==> src/rtl/nn_accel_pkg.sv <==
// nn_accel_pkg
//   Constants and the element type shared between the Wishbone-side
//   operand path and the systolic array.
//   WORD_W : width of one register-write word
//   LANES  : byte lanes (operands) carried by one word
//   ELEM_W : width of one signed operand
package nn_accel_pkg;

    localparam int WORD_W = 32;
    localparam int LANES  = 4;
    localparam int ELEM_W = 8;

    // One two's-complement operand as consumed by the array.
    typedef logic signed [ELEM_W-1:0] elem_t;

endpackage

==> src/rtl/operand_row_packer_sync_fifo.sv <==
// sync_fifo
//   First-word-fall-through FIFO with level output.
//   Ports:
//     wb_clk_i    : clock
//     wb_rst_i    : asynchronous active-low reset
//     clear_i     : synchronous clear of pointers and level (wins over push/pop)
//     push_i      : write push_data_i (ignored when full)
//     push_data_i : entry to store
//     pop_i       : discard the head entry (ignored when empty)
//     valid_o     : FIFO not empty
//     full_o      : FIFO holds DEPTH entries
//     head_o      : head entry, zero when empty
//     level_o     : entries stored
module sync_fifo #(
    parameter int WIDTH = 64,
    parameter int DEPTH = 4
) (
    input  logic                     wb_clk_i,
    input  logic                     wb_rst_i,
    input  logic                     clear_i,
    input  logic                     push_i,
    input  logic [WIDTH-1:0]         push_data_i,
    input  logic                     pop_i,
    output logic                     valid_o,
    output logic                     full_o,
    output logic [WIDTH-1:0]         head_o,
    output logic [$clog2(DEPTH):0]   level_o
);

    localparam int AW = $clog2(DEPTH);

    logic [WIDTH-1:0] mem [DEPTH];
    logic [AW-1:0]    wr_ptr;
    logic [AW-1:0]    rd_ptr;
    logic [AW:0]      count;
    logic             empty;
    logic             do_push;
    logic             do_pop;

    assign empty   = (count == '0);
    assign full_o  = (count == (AW+1)'(DEPTH));
    assign valid_o = !empty;
    assign level_o = count;
    // Head reads as zero when nothing is stored so stale rows never leak out.
    assign head_o  = empty ? '0 : mem[rd_ptr];

    assign do_push = push_i & !full_o & !clear_i;
    assign do_pop  = pop_i  & !empty  & !clear_i;

    // Storage has no reset; only the pointers decide what is visible.
    always_ff @(posedge wb_clk_i) begin
        if (do_push) begin
            mem[wr_ptr] <= push_data_i;
        end
    end

    always_ff @(posedge wb_clk_i or negedge wb_rst_i) begin
        if (!wb_rst_i) begin
            wr_ptr <= '0;
            rd_ptr <= '0;
            count  <= '0;
        end else if (clear_i) begin
            wr_ptr <= '0;
            rd_ptr <= '0;
            count  <= '0;
        end else begin
            // Pointers wrap naturally because DEPTH is a power of two.
            if (do_push) wr_ptr <= wr_ptr + 1'b1;
            if (do_pop)  rd_ptr <= rd_ptr + 1'b1;
            case ({do_push, do_pop})
                2'b10:   count <= count + 1'b1;
                2'b01:   count <= count - 1'b1;
                default: count <= count;
            endcase
        end
    end

endmodule

==> src/rtl/operand_row_packer.sv <==
// operand_row_packer
//   Packs 32-bit register-write words (four signed bytes each) into
//   COLUMNS-element rows and buffers them in a FWFT row FIFO for the
//   systolic array's row loader.
//   Ports:
//     wb_clk_i / wb_rst_i : clock, asynchronous active-low reset
//     wr_en_i, wr_data_i, wr_sel_i, wr_ready_o : word input from the slave
//     flush_i     : synchronous clear of packer, FIFO and flags
//     row_valid_o, row_data_o, row_ready_i     : row output stream
//     level_o     : rows stored
//     overflow_o  : sticky, a write was dropped for lack of space
//     sel_err_o   : sticky, a write with partial byte selects was dropped
//
//   Handshakes: the row stream transfers on a cycle where row_valid_o and
//   row_ready_i are both high; row_data_o holds while valid is high and
//   ready is low. The write side cannot stall: wr_ready_o only tells whether
//   a word offered this cycle will be kept, otherwise it is dropped and
//   flagged. wr_ready_o never depends on row_ready_i.
module operand_row_packer
    import nn_accel_pkg::*;
#(
    parameter int COLUMNS = 8,
    parameter int WIDTH   = 8,
    parameter int DEPTH   = 4
) (
    input  logic                       wb_clk_i,
    input  logic                       wb_rst_i,
    input  logic                       wr_en_i,
    input  logic [WORD_W-1:0]          wr_data_i,
    input  logic [3:0]                 wr_sel_i,
    output logic                       wr_ready_o,
    input  logic                       flush_i,
    output logic                       row_valid_o,
    output logic [COLUMNS*WIDTH-1:0]   row_data_o,
    input  logic                       row_ready_i,
    output logic [$clog2(DEPTH):0]     level_o,
    output logic                       overflow_o,
    output logic                       sel_err_o
);

    localparam int WPR   = COLUMNS / LANES;
    localparam int ROW_W = COLUMNS * WIDTH;
    localparam int CNT_W = (WPR > 1) ? $clog2(WPR) : 1;

    logic [CNT_W-1:0] word_cnt;
    logic [ROW_W-1:0] part_row;
    logic [ROW_W-1:0] row_next;
    logic             fifo_full;
    logic             sel_ok;
    logic             last_word;
    logic             accept;
    logic             push;

    assign sel_ok    = (wr_sel_i == 4'hF);
    assign last_word = (word_cnt == CNT_W'(WPR - 1));
    // Only the word that completes a row needs FIFO space; a pop in the same
    // cycle does not help because readiness ignores row_ready_i.
    assign wr_ready_o = !last_word | !fifo_full;
    assign accept     = wr_en_i & wr_ready_o & sel_ok & !flush_i;
    assign push       = accept & last_word;

    // Partial row with the current word dropped into its slot; on the final
    // word this is the complete row pushed in the same cycle.
    always_comb begin
        row_next = part_row;
        row_next[int'(word_cnt)*WORD_W +: WORD_W] = wr_data_i;
    end

    always_ff @(posedge wb_clk_i or negedge wb_rst_i) begin
        if (!wb_rst_i) begin
            word_cnt   <= '0;
            part_row   <= '0;
            overflow_o <= 1'b0;
            sel_err_o  <= 1'b0;
        end else if (flush_i) begin
            word_cnt   <= '0;
            part_row   <= '0;
            overflow_o <= 1'b0;
            sel_err_o  <= 1'b0;
        end else begin
            if (accept) begin
                part_row <= row_next;
                word_cnt <= last_word ? '0 : word_cnt + 1'b1;
            end
            // A bad select is reported as such, never as an overflow.
            if (wr_en_i && !sel_ok) begin
                sel_err_o <= 1'b1;
            end
            if (wr_en_i && sel_ok && !wr_ready_o) begin
                overflow_o <= 1'b1;
            end
        end
    end

    sync_fifo #(
        .WIDTH (ROW_W),
        .DEPTH (DEPTH)
    ) u_fifo (
        .wb_clk_i    (wb_clk_i),
        .wb_rst_i    (wb_rst_i),
        .clear_i     (flush_i),
        .push_i      (push),
        .push_data_i (row_next),
        .pop_i       (row_ready_i),
        .valid_o     (row_valid_o),
        .full_o      (fifo_full),
        .head_o      (row_data_o),
        .level_o     (level_o)
    );

endmodule

==> config.mk <==
export PLATFORM = sky130hd
export DESIGN_NAME = operand_row_packer
export DESIGN_NICKNAME = d
export VERILOG_FILES = /design/src/rtl/nn_accel_pkg.sv /design/src/rtl/operand_row_packer_sync_fifo.sv /design/src/rtl/operand_row_packer.sv
export SDC_FILE = /design/constraint.sdc
export NUM_CORES = 1
export LEC_CHECK = 0
export BUFFER_PORTS_ARGS = -buffer_cell sky130_fd_sc_hd__buf_2
export CORE_ASPECT_RATIO = 1.75
export CORE_MARGIN = 2
export CORE_UTILIZATION = 35
export CTS_CLUSTER_DIAMETER = 30
export DETAILED_ROUTE_END_ITERATION = 10
export PLACE_DENSITY = 0.6
export SETUP_SLACK_MARGIN = 0.4
export SLEW_MARGIN = 30
export SYNTH_ARGS = -nofsm -noshare
export SYNTH_HDL_FRONTEND = slang
export SYNTH_SLANG_ARGS = --single-unit
export TNS_END_PERCENT = 5
==> constraint.sdc <==
create_clock -name wb_clk_i -period 8.09 [get_ports wb_clk_i]
set_clock_uncertainty 0.2 [all_clocks]
set_input_delay 1.618 -clock wb_clk_i [delete_from_list [all_inputs] [get_ports wb_clk_i]]
set_output_delay 1.618 -clock wb_clk_i [all_outputs]
set_load 0.02 [all_outputs]
==> results.md, run 1 <==
- Outcome: finished, final reports clean
- DRT iter0 DRCs: 401
- Final core utilization: 41.9%
- Latest clock arrival within the worst-skew pair: 0.52 ns
- WS Path Type: flop to primary output
- CP arrival: 3.14 ns
- DRT Wirelength: 29100 um
- Max_slew headroom: 35.6%
- Maxcap violations: 0
- Clock Sinks: 330
- Sequential area share after synthesis: 70.5%
- Drt pass-1 iters: 4
- # nets final: 944
- Syn_area_per_cell: 17.3 um^2
- Via count: 7050
- Max incr delay on CP: 0.81 ns
- Diodes inserted: 0
- RSZ-0062 raised after global routing: no
- Total GRT Usage: 14.6%
- Req. time, crit path: 6.27 ns
- Average wire per standard cell: 20.6 um
- Starting Density: 35.3%
- Setup bufs post-CTS: 0
- Final ANT Viol Nets: 0
- Final worst path period share: 61.3%
- Hold/Removal Path Class: flop to flop
- Top Usage Layer GRT: met2
- GRT met3 Usage: 1.94%
- Commonest non-fill, non-tap cells in the layout: edfxtp_1 (256), buf_2 (109), dfrtp_1 (71)
- Dpl hpwl: 18000 um
- I/O pin cnt: 112
- Final Hold Fails: 0
- # DRC: 0
- Distinct cells, synth: 29
- Worst path cell trace: buf_4, mux4_2, and2_1, buf_2
- Root buf cell: clkbuf_16
- Worst slew pin tran: 0.966 ns
- Met1 usage: 17.5%
- Worst Path Max Fanout: 40
- Slew Limit Fails: 0
- Worst path slowest cell: dfrtp_4
- Die footprint: 40300 um^2
- Die width: 153 um
- Grt total ovfl: 0
- Top Family by Delay on Critical Path: buffers and inverters
- Largest net degree at the start of global routing: 80
- CTS tree: yes
- Post-Syn Nets: 827
- Vias in the first global route: 7618
- Vias per inst: 5.00
- CTS Buf Count: 36
- Core ar.: 38300 um^2
- Number of H-tree levels: 2
- # fillers: 3449
- Worst path bufs/invs: 2
- CTS Buffer Depth: 3
- Initial antenna violation count: 0
- Max VDD drop: 0.000120 V
- Syn Std Cell Area: 13500 um^2
- Most common cell after layout, fill and taps aside: edfxtp_1
- Dpl cells: 1345
- Cts hold-fix bufs: 0
- Static Leak: 0.00590 uW
- CP Launch Type: flop
- Resize count post-CTS: 0
- IO buf count: 111
- Post-route setup TNS: 0 ns
- # setup viols final: 0
- Final std cells w/o fill: 1411
- Layout cells sized above 1: 35.9%
- Clock transition at path regs: 0.06 ns
- Grt met2 use: 26.5%
- Gate count of the mapped netlist: 781
- First-pass GRT wire length: 45400 um
- FP Rows: 95
- Area growth syn-to-layout: 18.6%
- Die Y: 264 um
- FF+latch count, synth: 330
- Crit path capture type: primary output
- Fin crit period: 4.96 ns
- Ys Warns: 0
- Overall Power: 3660 uW
- Fmax: 202 MHz
- Placer Congestion: 0.686
- Pwr dens: 228 nW/um^2
path summary, 6_finish.rpt:
path	startpoint	endpoint	slack, ns	cells after the start
worst min-delay path	overflow_o$_DFFE_PN0P_	overflow_o$_DFFE_PN0P_	0.30	2
worst max-delay path	u_fifo.rd_ptr[0]$_DFFE_PN0P_	row_data_o[40]	3.13	4
worst min register to register	overflow_o$_DFFE_PN0P_	overflow_o$_DFFE_PN0P_	0.30	2
max in group asynchronous	wb_rst_i	part_row[59]$_DFFE_PN0P_	5.83	2
min in group asynchronous	wb_rst_i	part_row[4]$_DFFE_PN0P_	0.87	1
worst max register to register	u_fifo.level_o[0]$_DFFE_PN0P_	u_fifo.level_o[2]$_DFFE_PN0P_	5.12	7
synth_stat cells:
cell / instances / area, um^2
edfxtp_1: 256 / 7690
dfrtp_1: 74 / 1850
and2_1: 69 / 432
mux2_2: 65 / 732
nand2_1: 65 / 244
mux4_2: 64 / 1440
nor2_1: 42 / 158
a21oi_1: 34 / 170
mux2i_1: 34 / 340
clkbuf_1: 30 / 113
buf_2: 9 / 45.0
buf_1: 8 / 30.0
ha_1: 4 / 50.1
nand2b_1: 4 / 25.0
inv_1: 3 / 11.3
nor3_1: 3 / 15.0
nor2b_1: 2 / 12.5
o31ai_1: 2 / 15.0
or3_1: 2 / 12.5
xor2_1: 2 / 17.5
a2111oi_4: 1 / 27.5
fa_1: 1 / 20.0
mux2_1: 1 / 11.3
nand3_1: 1 / 5.00
nand4_2: 1 / 12.5
nand4bb_1: 1 / 11.3
nor3b_1: 1 / 7.51
xnor2_1: 1 / 8.76
xor2_2: 1 / 16.3
cell type report:
cell class	count	area, um^2	share of cell area [%]
flip-flops and latches	330	9550	59.5
repair buffers	126	786	4.90
inverters	3	11.3	0.0702
multi-input cells	401	3810	23.8
clock inverters	25	305	1.90
clock buffers	41	972	6.06
well taps	485	607	3.78
report_power, final:
group,total [uW],switching (uW),internal [uW]
Combinational,107,69.4,38.1
Clock,1720,701,1020
Sequential,1830,4.36,1820
per-layer routing:
metal  share of wire (%)  vias up
met3                 3.1       51
met2                  54      136
met4                 3.5        0
met5                   0        -
li1                    -     3183
met1                  40     3680
logic make-up after synthesis:
| family | synth area share (%) |
|---|---|
| adders and majority gates | 0.518 |
| AOI/OAI and AO/OA | 1.57 |
| xor gates and xnor gates | 0.315 |
| buffers and inverters | 1.47 |
| DFF | 70.5 |
| and+or+nand+nor | 6.91 |
| muxes | 18.7 |
per-stage QoR:
stage	hold slack, ns	area [um^2]	setup WS [ns]
final	0.297	16000	3.13
after global routing	0.336	16000	2.87
after CTS	0.303	16000	2.99
after detailed placement	0.288	14800	3.51
after global placement	0.282	14600	3.49
after floorplan	0.282	13500	3.45
registers in the layout, summed over array words and instances, names as in the netlist:
name            cells
last_word           1
overflow_o          1
part_row           64
sel_err_o           1
u_fifo.level_o      3
u_fifo.mem        256
u_fifo.rd_ptr       2
u_fifo.wr_ptr       2
worst reg2reg max path: stages, from the launching register on:
cell and delay (ns):
dfrtp_1 0.54, nor2_1 0.13, a2111oi_4 0.76, nor3_1 0.14
fa_1 0.41, and2_1 0.15, mux2i_1 0.16, mux2_2 0.36
(Power assumes the default switching activity.)
==> run 2, diff against run 1 <==
Clock period 8.09 ns to 4.94 ns, I/O delays scaled along.
==> run 2 against run 1 <==
Effect of this change: worst hold slack got worse by 0.044 ns; clock power rose by 59%; cell count fell by 0.21%; utilization fell by 0.22 points; non-clock buffer count fell by 3; die area did not move; critical path depth did not move; highest routed layer unchanged.
==> results.md, run 2 (synthesis results as in run 1) <==
- Met1 wire length: 11800 um (was 11600 um)
- Vias in the first global route: 7406 (was 7618)
- Worst Path Max Fanout: 33 (was 40)
- Area growth syn-to-layout: 18.0% (was 18.6%)
- Top Metal Used: met4 (unchanged)
- Max_slew headroom: 40.8% (was 35.6%)
- CTS tree: yes (unchanged)
- DRT Wirelength: 28700 um (was 29100 um)
- Min Hold Slack: 0.253 ns (was 0.297 ns)
- Post-route setup TNS: 0 ns (unchanged)
- Reg with most FFs: u_fifo.mem (unchanged)
- Max VDD drop: 0.000227 V (was 0.000120 V)
- Fmax: 258 MHz
- Latest clock arrival within the worst-skew pair: 0.52 ns (about the same)
- # setup viols final: 0 (unchanged)
- Sw Share: 20.5% (was 21.2%)
- Drt pass-1 iters: 6 (was 4)
- I/O pin cnt: 112 (unchanged)
- Combinational group share of total power: 3.0% (was 2.9%)
- Slew Limit Fails: 0 (unchanged)
- Average wire per standard cell: 20.4 um (was 20.6 um)
- Die width: 153 um (unchanged)
- Number of H-tree levels: 2 (unchanged)
- Req. time, crit path: 3.75 ns (was 6.27 ns)
- Total GRT Usage: 14.2% (was 14.6%)
- Starting Density: 35.3% (unchanged)
- Via count: 6902 (was 7050)
- Pwr dens: 370 nW/um^2 (was 228 nW/um^2)
- Final worst path period share: 78.5%
- Levels on crit path: 4 (unchanged)
- Final Hold Fails: 0 (unchanged)
- # fillers: 3454 (was 3449)
- FF-to-FF path depth: 4 (was 7)
- Hold/Removal Path Class: primary input to async pin (was flop to flop)
- Met2 wire len: 15300 um (was 15600 um)
- CP arrival: 2.69 ns (was 3.14 ns)
- Grt total ovfl: 0 (unchanged)
- FP Rows: 95 (unchanged)
- CTS Buf Count: 36 (unchanged)
- WS Path Type: flop to primary output (unchanged)
- Max incr delay on CP: 0.89 ns (was 0.81 ns)
- Commonest non-fill, non-tap cells in the layout: edfxtp_1 (256), buf_2 (109), dfrtp_1 (71) (unchanged)
- Clock transition at path regs: 0.06 ns (about the same)
- # DRC: 0 (unchanged)
- Diodes inserted: 0 (unchanged)
- Setup bufs post-CTS: 0 (unchanged)
- Clock network fraction of total power: 46.3% (was 47.0%)
- Seq pwr share: 50.7% (was 50.0%)
- Fin crit period: 3.88 ns
- Met3 wire len: 874 um (was 900 um)
- Overall Power: 5910 uW (was 3660 uW)
- Largest net degree at the start of global routing: 80 (unchanged)
- Placer Congestion: 0.693 (was 0.686)
- Most common cell after layout, fill and taps aside: edfxtp_1 (unchanged)
- Initial antenna violation count: 1 (was 0)
- Maxcap violations: 0 (unchanged)
- Worst path cell trace: buf_12, mux4_2, and2_1, buf_2 (was buf_4, mux4_2, and2_1, buf_2)
- Die Y: 264 um (unchanged)
- # nets final: 941 (was 944)
- Resize count post-CTS: 0 (unchanged)
- Crit path capture type: primary output (unchanged)
- RSZ-0062 raised after global routing: no (unchanged)
- Clock Sinks: 330 (unchanged)
- Root buf cell: clkbuf_16 (unchanged)
- First-pass GRT wire length: 44100 um (was 45400 um)
- IO buf count: 111 (unchanged)
- DRT iter0 DRCs: 405 (was 401)
- Vias per inst: 4.90 (was 5.00)
- Die footprint: 40300 um^2 (unchanged)
- Worst slew pin tran: 0.888 ns (was 0.966 ns)
- Top Family by Delay on Critical Path: flip-flops (was buffers and inverters)
- Core ar.: 38300 um^2 (unchanged)
- Sw Pwr: 1210 uW (was 775 uW)
- Final ANT Viol Nets: 0 (unchanged)
- Dpl hpwl: 17200 um (was 18000 um)
- Layout cells sized above 1: 34.8% (was 35.9%)
- Cts hold-fix bufs: 0 (unchanged)
- CP Launch Type: flop (unchanged)
- Worst path slowest cell: dfrtp_4 (unchanged)
- Worst path bufs/invs: 2 (unchanged)
- Max reg flops: 256 (unchanged)
- Static Leak: 0.00585 uW (was 0.00590 uW)
- Cell internal pwr: 4700 uW (was 2880 uW)
- Outcome: finished, final reports clean (unchanged)
- CTS Buffer Depth: 3 (unchanged)
run 2: final timing paths:
path                                                    start                           end  slack (ns)
max in group asynchronous                            wb_rst_i  u_fifo.rd_ptr[1]$_DFFE_PN0P_        3.28
min in group wb_clk_i                   sel_err_o$_DFFE_PN0P_         sel_err_o$_DFFE_PN0P_        0.29
worst min-delay path                                 wb_rst_i       part_row[5]$_DFFE_PN0P_        0.25
worst max register to register  u_fifo.level_o[0]$_DFFE_PN0P_   u_fifo.mem[1][36]$_DFFE_PP_        2.07
worst min register to register          sel_err_o$_DFFE_PN0P_         sel_err_o$_DFFE_PN0P_        0.29
worst max-delay path             u_fifo.rd_ptr[0]$_DFFE_PN0P_                row_data_o[39]        1.06
run 2: layout make-up:
| type | count | area (um^2) | share of cell area [%] |
|---|---|---|---|
| sequential | 330 | 9550 | 59.8 |
| clock buffer | 46 | 991 | 6.21 |
| multi-input combinational | 401 | 3820 | 23.9 |
| clock inverter | 20 | 234 | 1.47 |
| timing repair buffer | 123 | 749 | 4.70 |
| inverter | 3 | 11.3 | 0.0706 |
| tap | 485 | 607 | 3.80 |
run 2: layer usage:
metal | track usage [%] | vias up
met5 | 0 | -
met4 | 4.98 | 0
met3 | 2.02 | 42
met2 | 25.7 | 131
met1 | 17.3 | 3554
li1 | - | 3175
run 2: per-stage QoR:
stage / std cells / utilization [%] / cell area, um^2 / setup slack, ns
after floorplan: 781 / - / 13500 / 0.926
after global routing: 1408 / 41.7 / 16000 / 0.893
after global placement: 1341 / 38.4 / 14700 / 1.03
after CTS: 1408 / 41.7 / 16000 / 0.954
after detailed placement: 1342 / 38.5 / 14700 / 0.991
final: 1408 / 41.7 / 16000 / 1.06
run 2: power by group through the flow:
stage / combinational [uW] / sequential [uW] / clock, uW
floorplan: 99.3 / 3050 / 0
global placement: 177 / 3050 / 0
detailed placement: 181 / 3050 / 0
CTS: 182 / 3000 / 2790
global route: 193 / 3000 / 2880
finish: 176 / 3000 / 2730
